`src/rtl/dac_out_ctrl.sv`:
```
// DAC output stage: slot-timed sample hold, gain/offset, soft mute ramp,
// saturation and DAC code conversion with a registered output bus.
module dac_out_ctrl #(
    parameter int DATA_W = 14,
    parameter int GAIN_W = 16,
    parameter int RAMP_W = 4,
    parameter int HOLD   = 4,
    parameter int OBIN   = 1,
    parameter int UCNT_W = 16
) (
    input  logic              clk,
    input  logic              rst_n,
    input  logic [DATA_W-1:0] in_data,
    input  logic              in_valid,
    output logic              in_ready,
    input  logic              enable,
    input  logic [GAIN_W-1:0] gain,
    input  logic [DATA_W-1:0] offset,
    input  logic              underflow_clr,
    output logic [DATA_W-1:0] dac_data,
    output logic              muted,
    output logic [UCNT_W-1:0] underflow_cnt
);

    localparam int PW = DATA_W + GAIN_W + 1;
    localparam int QW = PW + RAMP_W + 2;
    localparam int HW = (HOLD > 1) ? $clog2(HOLD) : 1;

    localparam logic [HW-1:0]     HLAST = HW'(HOLD - 1);
    localparam logic [RAMP_W:0]   RMAX  = {1'b1, {RAMP_W{1'b0}}};
    localparam logic [RAMP_W:0]   RLAST = RMAX - 1'b1;
    localparam logic [RAMP_W:0]   RONE  = {{RAMP_W{1'b0}}, 1'b1};
    localparam logic [DATA_W-1:0] MID   = (OBIN != 0) ? {1'b1, {(DATA_W-1){1'b0}}} : '0;
    localparam logic signed [QW-1:0] QMAX = {{(QW-DATA_W+1){1'b0}}, {(DATA_W-1){1'b1}}};
    localparam logic signed [QW-1:0] QMIN = {{(QW-DATA_W+1){1'b1}}, {(DATA_W-1){1'b0}}};

    typedef enum logic [1:0] {
        MUTED,
        RAMP_UP,
        ACTIVE,
        RAMP_DOWN
    } state_t;

    state_t             r_state;
    logic [RAMP_W:0]    r_ramp;
    logic [HW-1:0]      r_hold_cnt;
    logic [DATA_W-1:0]  r_sample;
    logic [UCNT_W-1:0]  r_ucnt;
    logic signed [PW-1:0] r_p;
    logic [DATA_W-1:0]  r_q;
    logic [DATA_W-1:0]  r_dac;

    logic                 w_slot_end;
    logic signed [PW-1:0] w_sx;
    logic signed [PW-1:0] w_gx;
    logic signed [PW-1:0] w_off;
    logic signed [PW-1:0] w_prod;
    logic signed [PW-1:0] w_p;
    logic signed [QW-1:0] w_px;
    logic signed [QW-1:0] w_rx;
    logic signed [QW-1:0] w_pr;
    logic signed [QW-1:0] w_sh;
    logic [DATA_W-1:0]    w_q;

    assign w_slot_end    = (r_hold_cnt == HLAST);
    assign in_ready      = w_slot_end;
    assign muted         = (r_state == MUTED);
    assign underflow_cnt = r_ucnt;
    assign dac_data      = r_dac;

    always_ff @(posedge clk or negedge rst_n) begin
        if (!rst_n) begin
            r_hold_cnt <= '0;
        end else if (w_slot_end) begin
            r_hold_cnt <= '0;
        end else begin
            r_hold_cnt <= r_hold_cnt + 1'b1;
        end
    end

    // A missed slot keeps the previous sample; only counted once audio is live.
    always_ff @(posedge clk or negedge rst_n) begin
        if (!rst_n) begin
            r_sample <= '0;
            r_ucnt   <= '0;
        end else begin
            if (w_slot_end && in_valid) begin
                r_sample <= in_data;
            end
            if (underflow_clr) begin
                r_ucnt <= '0;
            end else if (w_slot_end && !in_valid && (r_state != MUTED) && (r_ucnt != '1)) begin
                r_ucnt <= r_ucnt + 1'b1;
            end
        end
    end

    always_ff @(posedge clk or negedge rst_n) begin
        if (!rst_n) begin
            r_state <= MUTED;
            r_ramp  <= '0;
        end else begin
            case (r_state)
                MUTED: begin
                    if (enable) begin
                        r_ramp  <= RONE;
                        r_state <= RAMP_UP;
                    end
                end
                RAMP_UP: begin
                    if (!enable) begin
                        r_ramp  <= r_ramp - 1'b1;
                        r_state <= (r_ramp == RONE) ? MUTED : RAMP_DOWN;
                    end else begin
                        r_ramp  <= r_ramp + 1'b1;
                        if (r_ramp == RLAST) r_state <= ACTIVE;
                    end
                end
                ACTIVE: begin
                    if (!enable) begin
                        r_ramp  <= RLAST;
                        r_state <= RAMP_DOWN;
                    end
                end
                RAMP_DOWN: begin
                    if (enable) begin
                        r_ramp  <= r_ramp + 1'b1;
                        r_state <= (r_ramp == RLAST) ? ACTIVE : RAMP_UP;
                    end else begin
                        r_ramp  <= r_ramp - 1'b1;
                        if (r_ramp == RONE) r_state <= MUTED;
                    end
                end
                default: begin
                    r_state <= MUTED;
                    r_ramp  <= '0;
                end
            endcase
        end
    end

    assign w_sx   = {{(PW-DATA_W){r_sample[DATA_W-1]}}, r_sample};
    assign w_gx   = {{(PW-GAIN_W){1'b0}}, gain};
    assign w_off  = {{(PW-DATA_W){offset[DATA_W-1]}}, offset};
    assign w_prod = w_sx * w_gx;
    assign w_p    = (w_prod >>> (GAIN_W - 1)) + w_off;

    // Offset is inside the ramp product so r=0 always lands on exact midscale.
    assign w_px = {{(QW-PW){r_p[PW-1]}}, r_p};
    assign w_rx = {{(QW-RAMP_W-1){1'b0}}, r_ramp};
    assign w_pr = w_px * w_rx;
    assign w_sh = w_pr >>> RAMP_W;

    always_comb begin
        w_q = w_sh[DATA_W-1:0];
        if (w_sh > QMAX) begin
            w_q = QMAX[DATA_W-1:0];
        end else if (w_sh < QMIN) begin
            w_q = QMIN[DATA_W-1:0];
        end
    end

    always_ff @(posedge clk or negedge rst_n) begin
        if (!rst_n) begin
            r_p   <= '0;
            r_q   <= '0;
            r_dac <= MID;
        end else begin
            r_p <= w_p;
            r_q <= w_q;
            if (OBIN != 0) begin
                r_dac <= {~r_q[DATA_W-1], r_q[DATA_W-2:0]};
            end else begin
                r_dac <= r_q;
            end
        end
    end

endmodule

```
`config.mk`:
```
export PLATFORM = sky130hd
export DESIGN_NAME = dac_out_ctrl
export DESIGN_NICKNAME = d
export VERILOG_FILES = /design/src/rtl/dac_out_ctrl.sv
export SDC_FILE = /design/constraint.sdc
export NUM_CORES = 1
export LEC_CHECK = 0
export CELL_PAD_IN_SITES_DETAIL_PLACEMENT = 1
export CELL_PAD_IN_SITES_GLOBAL_PLACEMENT = 2
export CORE_MARGIN = 5
export CORE_UTILIZATION = 40
export CTS_CLUSTER_SIZE = 16
export DETAILED_ROUTE_END_ITERATION = 7
export PLACE_DENSITY = 0.81
export SLEW_MARGIN = 20
export SYNTH_ARGS = -nofsm -noshare
export SYNTH_HDL_FRONTEND = slang
export SYNTH_SLANG_ARGS = --single-unit
```
`constraint.sdc`:
```
create_clock -name clk -period 9.1 [get_ports clk]
set_clock_uncertainty 0.1 [all_clocks]
set_input_delay 1.82 -clock clk [delete_from_list [all_inputs] [get_ports clk]]
set_output_delay 1.82 -clock clk [all_outputs]
set_load 0.02 [all_outputs]
```
After elaboration in Yosys (flattened, before gate mapping) --
Index checks and enable logic that the tools add are counted.
Storage, ports and cells: flip-flop bits (word level) 84, output and inout bits 32, word-level logic and storage cells 58
Operators by class: add/subtract/negate cells 5, $mul 2, magnitude comparators 2, equality and inequality tests 11, multiplexer cells 18, bitwise operators 1, reduce and logical (&&, ||, !) cells 11
Operator list (number):
- 16-bit two-way mux | 2
- 14-bit by 17-bit multiplier with 31-bit output | 1
- 14-bit two-way mux | 2
- 17-bit by 6-bit multiplier with 23-bit output | 1
- 19-bit by 14-bit > comparator with 1-bit output (second input constant) | 1
- 19-bit by 14-bit < comparator with 1-bit output (second input constant) | 1
- 2-bit two-way mux | 9
- 16-bit by 14-bit adder with 17-bit output | 1
- 16-bit by 1-bit adder with 16-bit output (second input constant) | 1
- 16-bit != test (second input constant) | 1
- 5-bit two-way mux | 3
- 5-bit one-hot mux with 3 select lines | 1
- 2-bit one-hot mux with 4 select lines | 1
- 2-bit == test (second input constant) | 3
- 3-bit != test (second input constant) | 2
- 5-bit by 1-bit adder with 5-bit output (second input constant) | 1
- 5-bit by 1-bit == test with 1-bit output (second input constant) | 1
- 5-bit by 4-bit == test with 1-bit output (second input constant) | 1
- 5-bit by 1-bit subtractor with 5-bit output (second input constant) | 1
- 1-bit logical AND | 4
- 2-bit != test (second input constant) | 2
- 4-bit AND reduction | 1
- 2-bit nonzero test | 2
- 2-bit by 1-bit adder with 2-bit output (second input constant) | 1
- other kinds (6) | 6

Logic depth before layout (Yosys ltp) --
Gate-level depths: netlist of run 1.
depth in word-level cells 6, gate-level depth with buffers 33

Worst setup path before layout of run 1 --
No wires, ideal clock.
path kind input to register, from in gain[5], to reg r_p[15], setup time 0.080 ns, arrival time 8.676 ns, setup slack 0.244 ns, cell stages on the path 31, path through and2_1 fa_1 inv_1 fa_1 inv_1 fa_1 inv_1 fa_1 inv_1 fa_1 inv_1 fa_1 inv_1 ha_1 a21o_1 a21o_1 a21o_1 a221oi_1 o21ai_0 a21oi_1 nor2b_1 nor4b_1 a211oi_1 ha_1 a21o_1 a21oi_1 nor3b_1 nand3b_1 a31o_2 a21oi_1 xnor2_1
Between the ends: word-level cells in the longest chain between the ends 2
Ends and longest elaborated chain:
- start, declared | line 17 | input logic [GAIN_W-1:0] gain,
- 14-bit by 17-bit multiplier with 31-bit output | line 145 | assign w_prod = w_sx * w_gx;
- 16-bit by 14-bit adder with 17-bit output | line 146 | assign w_p = (w_prod >>> (GAIN_W - 1)) + w_off;
- net w_p[15] | line 58 | logic signed [PW-1:0] w_p;
- end signal, assigned | line 169 | r_p <= w_p;
- end, declared | line 49 | logic signed [PW-1:0] r_p;
The timed path passes the listed nets, and every way through them passes these cells. A chain may end at the register's enable or synchronous reset.

Worst setup path in the final report of run 1 --
from in gain[12], to reg r_p[15]
The elaborated chain is that of the path after synthesis.

==> results by group, run 1 <==
Place
  • I/O Buffers: 80
  • Post-DP HPWL: 28.9 mm
  • Placed Area: around 0.016 sq mm
  • Global placement routability congestion: approximately 0.82

Drt
  • Drt drc: 0
  • Routed Antenna Nets: 0
  • Wirelength per Cell: between 15 and 20 um
  • WL final: roughly 34 mm
  • DR pass1 iterations: 4
  • Total number of vias: between 10000 and 15000
  • Vias per inst: around 5
  • 1st-iter DRT viols: about 310

Layout
  • Final-layout fill cell count: 3969
  • Ant diodes: 0
  • Post-route cell area: 0.0162 sq mm
  • Share of layout cells above drive strength 1: 0.100
  • Fin util: 0.470
  • Final layout net count: slightly above 2000
  • Synthesis-to-finish area growth: 16.4%

Yosys
  • Cells after synthesis: ~1500
  • Post-synth top cells: inv_1 (281), fa_1 (218), ha_1 (172), nand2_1 (168), and2_1 (157)
  • FF+latch count, synth: 84
  • Synth area leaders: fa_1 (31%), ha_1 (15%), dfrtp_1 (15%)
  • Cell with the most instances after synthesis: inv_1
  • Fraction of registers with async set or reset after synthesis: 1.00
  • Synth unique cells: 63
  • Predominant post-synthesis flop cell: dfrtp_1
  • Mapped Nets: 1917
  • Synth area leader: fa_1
  • Syn Area/Cell: 9.41 sq um
  • Register area share after synthesis: 0.151
  • Synthesized cell area: between 0.01 and 0.015 sq mm
  • Number of flops mapped to enable cells by yosys: 0
  • Top-area cell type share of the netlist area: 0.314
  • Yosys Warn Count: 0

Critical path
  • Worst stage delay on the critical path: 0.55 ns
  • CP Capture Type: flop
  • Worst EP arrival: roughly 9 ns
  • Critical Path Source Type: primary input
  • Crit path max fanout: 11
  • Critical path class: primary input to flop
  • CP most frequent cell: fa_1
  • Required time worst endpoint: about 9.3 ns
  • CP max stage cell: fa_1

Floorplan
  • Row cnt: between 60 and 70
  • Die footprint: between 0.03 and 0.04 sq mm
  • Die Height: approximately 200 um
  • Initial core utilization: 0.404
  • DIE WIDTH: about 200 um
  • Total core area: between 0.03 and 0.04 sq mm
  • Io pins: around 80

Status
  • Outcome: finished, final reports clean

STA
  • Hold slack: ~0.25 ns
  • Least-Margin Pin Slew: just over 0.8 ns
  • Slew HR: 0.450
  • Finish-stage setup viols: 0
  • Min Tclk post-route: approximately 8.8 ns
  • Hold Vio Cnt, Final: 0
  • Pins over their slew limit: 0
  • Fmax: around 0.11 GHz
  • Final Cycle Share: 0.972

Clocking
  • Clock root buffer: clkbuf_16
  • Hold-fix buffers, CTS: 0
  • CTS Buffer Depth: 2
  • Sink Count: 84
  • Clock slew at reported path FFs: ~0.060 ns
  • CTS tree: yes
  • H-tree levels: 3
  • Clk_lat worst skew: approximately 0.36 ns
  • CTS Buf Count: 9

GRT
  • GRT Util Overall: 0.184
  • Vias in the first global route: 11558
  • First-pass GRT wire length: 58.0 mm
  • Largest net degree at the start of global routing: 57
  • Initial antenna violation count: 0
  • Total gr overflow: 0

Flow run
  • Max-cap viol count: 0

Hold path
  • Worst Hold Class: flop to flop
## flip-flops by register name, summed over array words and instances (netlist names)
signal and flops:
dac_data 14, r_hold_cnt 2, r_p 17, r_q 14
r_ramp 5, r_sample 14, r_state 2, underflow_cnt 16
## worst max-delay path, delay by kind of cell
family | cells | cell delay, ns
AOI/OAI and AO/OA | 9 | 1.43
xor gates and xnor gates | 1 | 0.13
buffers and inverters | 7 | 0.97
adders and majority gates | 8 | 3.81
and+or+nand+nor | 5 | 0.84
## cells in the final DEF, fill, tap and decap left out, types with 4 or more instances in the layout
master,synthesis,layout
inv_1,281,281
fa_1,218,217
ha_1,172,169
nand2_1,168,168
and2_1,157,155
buf_4,0,90
dfrtp_1,83,83
clkdlybuf4s50_1,0,72
nor2_1,38,38
a21oi_1,46,38
xnor2_1,36,36
xor2_1,27,27
a21o_1,25,25
o21ai_0,28,24
mux2_2,14,14
nor2b_1,14,13
nand3_1,11,11
nand2b_1,11,11
nor3_1,10,10
a21oi_2,1,9
clkbuf_16,0,9
nand4_1,8,8
a31oi_1,8,7
dlymetal6s2s_1,0,7
o21bai_1,6,6
a211oi_1,7,5
a211o_1,5,5
and3_1,5,5
o21ai_1,1,4
or3_1,4,4
## kinds of logic after synthesis
group	synth area share
AND/OR/NAND/NOR	0.161
adder cells (fa/ha/maj)	0.471
buffers and inverters	0.0899
AO/OA/AOI/OAI	0.0749
flip-flops	0.151
XOR/XNOR	0.0408
multiplexers	0.0113
## final timing paths
| check | slack, ns | to | from | depth (start not counted) |
|---|---|---|---|---|
| setup reg to reg | 1.48 | r_p[15] | r_sample[5] | 27 |
| hold reg to reg | 0.25 | dac_data[9] | r_q[9] | 0 |
| max in group asynchronous | 6.53 | r_sample[12] | rst_n | 2 |
| hold / removal | 0.25 | dac_data[9] | r_q[9] | 0 |
| min in group asynchronous | 1.29 | r_q[13] | rst_n | 1 |
| setup / recovery | 0.26 | r_p[15] | gain[12] | 30 |
## routing by layer
metal	track usage	up-vias	share of wire
met5	0	-	0
met3	0.0231	32	0.034
met1	0.250	5153	0.46
li1	-	4852	-
met2	0.322	132	0.49
met4	0.0331	0	0.016
## layout make-up
| cell class | count | area [sq um] | share of cell area |
|---|---|---|---|
| tap | 455 | 569 | 0.0352 |
| multi-input combinational | 1065 | 10700 | 0.659 |
| clock inverter | 4 | 31.3 | 0.00193 |
| clock buffer | 12 | 256 | 0.0158 |
| timing repair buffer | 171 | 1510 | 0.0930 |
| inverter | 281 | 1050 | 0.0651 |
| sequential | 84 | 2100 | 0.130 |
## timing repair
item,in CTS,in global routing
gates resized for setup,13,26
setup buffers,0,5
endpoints found under the setup margin,7,8
pin swaps,2,18
## through the flow
stage                     instances  TNS (ns)  setup WS (ns)
after detailed placement       2051     -4.44         -0.642
after floorplan                1478         0          0.244
final                          2072         0          0.258
after CTS                      2067         0         0.0124
after global routing           2072   -0.0677        -0.0677
after global placement         2051     -3.36         -0.512
Power of run 1 is not shown: default switching activity piles up to over one toggle a cycle in this logic, so the estimate is an artifact.
==> run 2: changes to the inputs <==
--- a/config.mk
+++ b/config.mk
@@ -12,6 +12,7 @@
 export CTS_CLUSTER_SIZE = 16
 export DETAILED_ROUTE_END_ITERATION = 7
 export PLACE_DENSITY = 0.81
+export REMOVE_ABC_BUFFERS = 1
 export SLEW_MARGIN = 20
 export SYNTH_ARGS = -nofsm -noshare
 export SYNTH_HDL_FRONTEND = slang
==> run 2 against run 1 <==
Net effect:
- first-iteration DRC count did not move
- register-to-register slack got worse by 0.24 ns
- sequential share of layout area fell by 0.079 points
- hold slack got worse by 0.0026 ns
- count of clock-buffer cells in the layout fell by 3
- fmax barely moved
==> results by group, run 2 (synthesis results as in run 1) <==
Drt
  • Total number of vias: 10364 (+1.9%)
  • WL final: 35.2 mm (+2.4%)
  • DR pass1 iterations: 5 (+1)
  • Routed Antenna Nets: 0 (unchanged)
  • 1st-iter DRT viols: 314 (unchanged)
  • Vias per inst: 4.99 (+1.7%)
  • Wirelength per Cell: 16.9 um (+2.2%)
  • Drt drc: 0 (unchanged)

Critical path
  • Worst EP arrival: 9.07 ns (+0.06 ns)
  • Worst stage delay on the critical path: 0.55 ns (about the same)
  • CP Capture Type: flop
  • Required time worst endpoint: 9.32 ns (+0.05 ns)
  • Critical Path Source Type: primary input
  • CP max stage cell: fa_1
  • CP most frequent cell: buf_4
  • Critical path class: primary input to flop
  • Crit path max fanout: 8 (-3)
  • Crit path buf inv count: 15 (+8)
  • Delay-heaviest family, CP: adder cells

Place
  • Global placement routability congestion: 0.810 (-1.2%)
  • Post-DP HPWL: 29.2 mm (+0.87%)
  • Post-Place Setup Slack: -0.687 ns (-0.0445 ns)
  • I/O Buffers: 80 (unchanged)

Layout
  • Commonest non-fill, non-tap cells in the layout: inv_1 (277), fa_1 (215), ha_1 (169)
  • Synthesis-to-finish area growth: 17.1%
  • Reg with most FFs: r_p
  • Final layout net count: 2054 (+0.15%)
  • Most common cell after layout, fill and taps aside: inv_1
  • Share of layout cells above drive strength 1: 0.109 (+0.00907)
  • Max reg flops: 17 (unchanged)
  • Footprint of the multi-input gates: 0.0107 sq mm (+0.50%)
  • Final-layout fill cell count: 3971 (+0.050%)
  • Reg area: 0.00210 sq mm (unchanged)

STA
  • Least-Margin Pin Slew: 0.926 ns (+0.101 ns)
  • Min Tclk post-route: 8.85 ns (+0.00564 ns)
  • Hold Vio Cnt, Final: 0 (unchanged)
  • Hold slack: 0.248 ns (-0.00258 ns)
  • Pins over their slew limit: 0 (unchanged)
  • Setup slack after layout: 0.252 ns (-0.00564 ns)
  • Final Cycle Share: 0.972 (about the same)
  • Finish-stage setup viols: 0 (unchanged)
  • Slew HR: 0.381 (-0.0687)
  • Fmax: 0.113 GHz (about the same)

GRT
  • First-pass GRT wire length: 58.4 mm (+0.65%)
  • GRT Util Overall: 0.187 (+0.00249)
  • Total gr overflow: 0 (unchanged)
  • Initial antenna violation count: 0 (unchanged)
  • Largest net degree at the start of global routing: 61 (+7.0%)
  • Vias in the first global route: 11459 (-0.86%)

Clocking
  • H-tree levels: 3 (unchanged)
  • CTS Buf Count: 9 (unchanged)
  • CTS tree: yes
  • CTS Buffer Depth: 2 (unchanged)
  • Clock root buffer: clkbuf_16
  • Clk_lat worst skew: 0.38 ns (+0.02 ns)
  • Clock slew at reported path FFs: 0.09 ns (+0.03 ns)
  • Sink Count: 84 (unchanged)
  • Hold-fix buffers, CTS: 0 (unchanged)

Floorplan
  • Die footprint: 0.0386 sq mm (unchanged)
  • Io pins: 81 (unchanged)
  • Row cnt: 68 (unchanged)
  • Total core area: 0.0345 sq mm (unchanged)
  • Initial core utilization: 0.404 (unchanged)
  • Die Height: 196 um (unchanged)
  • DIE WIDTH: 196 um (unchanged)

Flow run
  • Max-cap viol count: 0 (unchanged)

Hold path
  • Worst Hold Class: flop to flop

Status
  • Outcome: finished, final reports clean
==> run 2: final timing paths <==
kind / start / to / slack [ns] / depth (start not counted)
worst max-delay path: gain[9] / r_p[4] / 0.25 / 35
worst min-delay path: r_q[8] / dac_data[8] / 0.25 / 0
worst max register to register: r_sample[4] / r_p[4] / 1.24 / 36
worst min register to register: r_q[8] / dac_data[8] / 0.25 / 0
max in group asynchronous: rst_n / r_p[16] / 6.53 / 2
min in group asynchronous: rst_n / r_q[1] / 1.21 / 1
==> run 2: stage by stage <==
stage                     std cells  setup TNS (ns)   util  area, sq um
final                          2076               0  0.473        16300
after global routing           2075         -0.0905  0.473        16300
after CTS                      2069               0  0.467        16100
after detailed placement       2045           -5.68  0.455        15700
after global placement         2045           -4.20  0.455        15700
after floorplan                1430               0      -        13700
==> run 2: final cells by class <==
cell class              instances  share of cell area
clock buffers                   9              0.0138
flip-flops and latches         84               0.129
diodes                          1            0.000154
multi-input cells            1065               0.658
repair buffers                174              0.0942
inverters                     281              0.0647
well taps                     455              0.0349
clock inverters                 7             0.00469
==> run 2: repair_timing <==
action	4_1_cts	5_1_grt
pin swaps	6	27
setup buffers	8	6
gates resized for setup	18	40
cloned	0	0
setup endpoints to repair	8	12
==> run 2: metal layers <==
layer,vias up,global-route usage,wire [um]
met1,5347,0.247,15600
met4,0,0.0465,622
met2,123,0.332,18100
met5,-,0,0
li1,4858,-,-
met3,36,0.0174,893
Power of run 2 is left out for the same reason.
==> run 3: changes to the inputs <==
--- a/config.mk
+++ b/config.mk
@@ -8,10 +8,11 @@
 export CELL_PAD_IN_SITES_DETAIL_PLACEMENT = 1
 export CELL_PAD_IN_SITES_GLOBAL_PLACEMENT = 2
 export CORE_MARGIN = 5
-export CORE_UTILIZATION = 40
+export CORE_UTILIZATION = 30
 export CTS_CLUSTER_SIZE = 16
 export DETAILED_ROUTE_END_ITERATION = 7
-export PLACE_DENSITY = 0.81
+export HOLD_SLACK_MARGIN = 0.03
+export PLACE_DENSITY = 0.63
 export REMOVE_ABC_BUFFERS = 1
 export SLEW_MARGIN = 20
 export SYNTH_ARGS = -nofsm -noshare
==> run 3 against run 2 <==
Net effect:
- cell count is 6.9% higher
- hold slack worse by 0.0021 ns
- count of clock-buffer cells in the layout up 2
- critical endpoint is now r_p[15]
==> results by group, run 3 (synthesis results as in run 1) <==
Hold path
  • Hold path cells: 0 (unchanged)
  • Worst hold start: r_q[5]
  • Worst Hold Class: flop to flop

GRT
  • Initial antenna violation count: 0 (unchanged)
  • First-pass GRT wire length: 59.7 mm (+2.2%)
  • Vias in the first global route: 11302 (-1.4%)
  • GRT Util Overall: 0.146 (-0.0411)
  • Largest net degree at the start of global routing: 65 (+6.6%)
  • Total gr overflow: 0 (unchanged)

STA
  • Fin Setup TNS: 0 ns (unchanged)
  • Setup slack after layout: 0.372 ns (+0.120 ns)
  • Pins over their slew limit: 0 (unchanged)
  • Min Tclk post-route: 8.73 ns (-0.120 ns)
  • Final Cycle Share: 0.959 (-0.0132)
  • Hold slack: 0.246 ns (-0.00212 ns)
  • Fmax: 0.115 GHz (+1.4%)
  • Hold Vio Cnt, Final: 0 (unchanged)
  • Finish-stage setup viols: 0 (unchanged)
  • Least-Margin Pin Slew: 0.917 ns (-0.00837 ns)
  • Slew HR: 0.388 (+0.00708)

Clocking
  • CTS Buf Count: 9 (unchanged)
  • Clock slew at reported path FFs: 0.06 ns (-0.03 ns)
  • CTS tree: yes
  • Sink Count: 84 (unchanged)
  • CTS Buffer Depth: 2 (unchanged)
  • H-tree levels: 3 (unchanged)
  • Clk_lat worst skew: 0.37 ns (about the same)
  • Hold-fix buffers, CTS: 0 (unchanged)
  • Clock root buffer: clkbuf_16

Drt
  • DR pass1 iterations: 4 (-1)
  • WL final: 35.5 mm (+0.88%)
  • Total number of vias: 10115 (-2.4%)
  • Drt drc: 0 (unchanged)
  • Wirelength per Cell: 16.0 um (-5.7%)
  • Vias per inst: 4.56 (-8.7%)
  • 1st-iter DRT viols: 383 (+22%)
  • Routed Antenna Nets: 0 (unchanged)

Place
  • Post-DP HPWL: 30.1 mm (+3.3%)
  • Post-Place Setup Slack: -0.781 ns (-0.0939 ns)
  • Global placement routability congestion: 0.766 (-5.5%)
  • I/O Buffers: 80 (unchanged)

Critical path
  • CP most frequent cell: fa_1
  • Worst stage delay on the critical path: 0.54 ns (about the same)
  • Worst EP arrival: 8.91 ns (-0.16 ns)
  • Required time worst endpoint: 9.28 ns (-0.04 ns)
  • CP max stage cell: fa_1
  • FF-to-FF path depth: 35 (-2.8%)
  • Critical path class: primary input to flop
  • CP Capture Type: flop
  • CP Launch Point: gain[10]
  • Worst r2r src: r_sample[2]
  • Crit path max fanout: 3 (-5)
  • Critical Path Source Type: primary input

Layout
  • Final-layout fill cell count: 5199 (+31%)
  • Ant diodes: 0 (-1)
  • Max reg flops: 17 (unchanged)
  • Most common cell after layout, fill and taps aside: inv_1
  • Final layout net count: 2055 (+0.049%)
  • Synthesis-to-finish area growth: 18.3%
  • Reg area: 0.00210 sq mm (unchanged)
  • Share of layout cells above drive strength 1: 0.105 (-0.00432)
  • Footprint of the multi-input gates: 0.0107 sq mm (-0.44%)
  • Commonest non-fill, non-tap cells in the layout: inv_1 (278), fa_1 (215), ha_1 (170)
  • Reg with most FFs: r_p

Status
  • Outcome: finished, final reports clean

Floorplan
  • Die Height: 225 um (+15%)
  • Io pins: 81 (unchanged)
  • DIE WIDTH: 225 um (+15%)
  • Initial core utilization: 0.305 (-0.0985)
  • Die footprint: 0.0508 sq mm (+32%)
  • Row cnt: 78 (+15%)
  • Total core area: 0.0456 sq mm (+32%)

Flow run
  • Max-cap viol count: 0 (unchanged)
-- run 3: cell count changes in the layout (fill, tap and decap cells not counted), moves of 2 or more --
cell / change
a21oi_2: +2
a21oi_4: -2
buf_6: +2
bufinv_16: +2
inv_6: -2
inv_8: -3
nor2b_1: +2
o21ai_0: -2
o21ai_1: +3
-- run 3: timing repair --
action / CTS / global route
buffers inserted: 1 / 8
pin swaps: 4 / 25
setup endpoints to repair: 9 / 9
resized for setup: 22 / 31
cloned: 0 / 1
-- run 3: through the flow --
stage          cells  cell area (sq um)  utilization
5_1_grt         2220              16500        0.361
3_3_place_gp    2195              15900        0.349
2_1_floorplan   1430              13700            -
4_1_cts         2211              16300        0.358
3_5_place_dp    2195              15900        0.349
6_report        2220              16500        0.361
-- run 3: area by class of cell --
class | instances | share of cell area
well taps | 600 | 0.0456
clock inverters | 4 | 0.00449
repair buffers | 175 | 0.0942
multi-input cells | 1065 | 0.649
clock buffers | 11 | 0.0148
flip-flops and latches | 84 | 0.128
inverters | 281 | 0.0641
-- run 3: routing by layer --
metal / share of wire / track usage / vias to the layer above
li1: - / - / 4857
met1: 0.48 / 0.202 / 5160
met2: 0.48 / 0.246 / 78
met3: 0.024 / 0.0173 / 20
met4: 0.011 / 0.0314 / 0
met5: 0 / 0 / -
-- run 3: worst max-delay path: cells and delay by family --
family                     cells  cell delay, ns
adders and majority gates      8            3.72
xor gates and xnor gates       1            0.13
AOI/OAI and AO/OA              9            1.48
and+or+nand+nor                6            0.82
buffers and inverters          7            0.93
-- run 3: path summary, 6_finish.rpt --
path | endpoint | slack (ns)
setup / recovery | r_p[15] | 0.37
hold / removal | dac_data[5] | 0.25
setup reg to reg | r_p[15] | 1.42
hold reg to reg | dac_data[5] | 0.25
max in group asynchronous | r_sample[0] | 6.49
min in group asynchronous | dac_data[0] | 1.22
Power of run 3 is left out for the same reason.
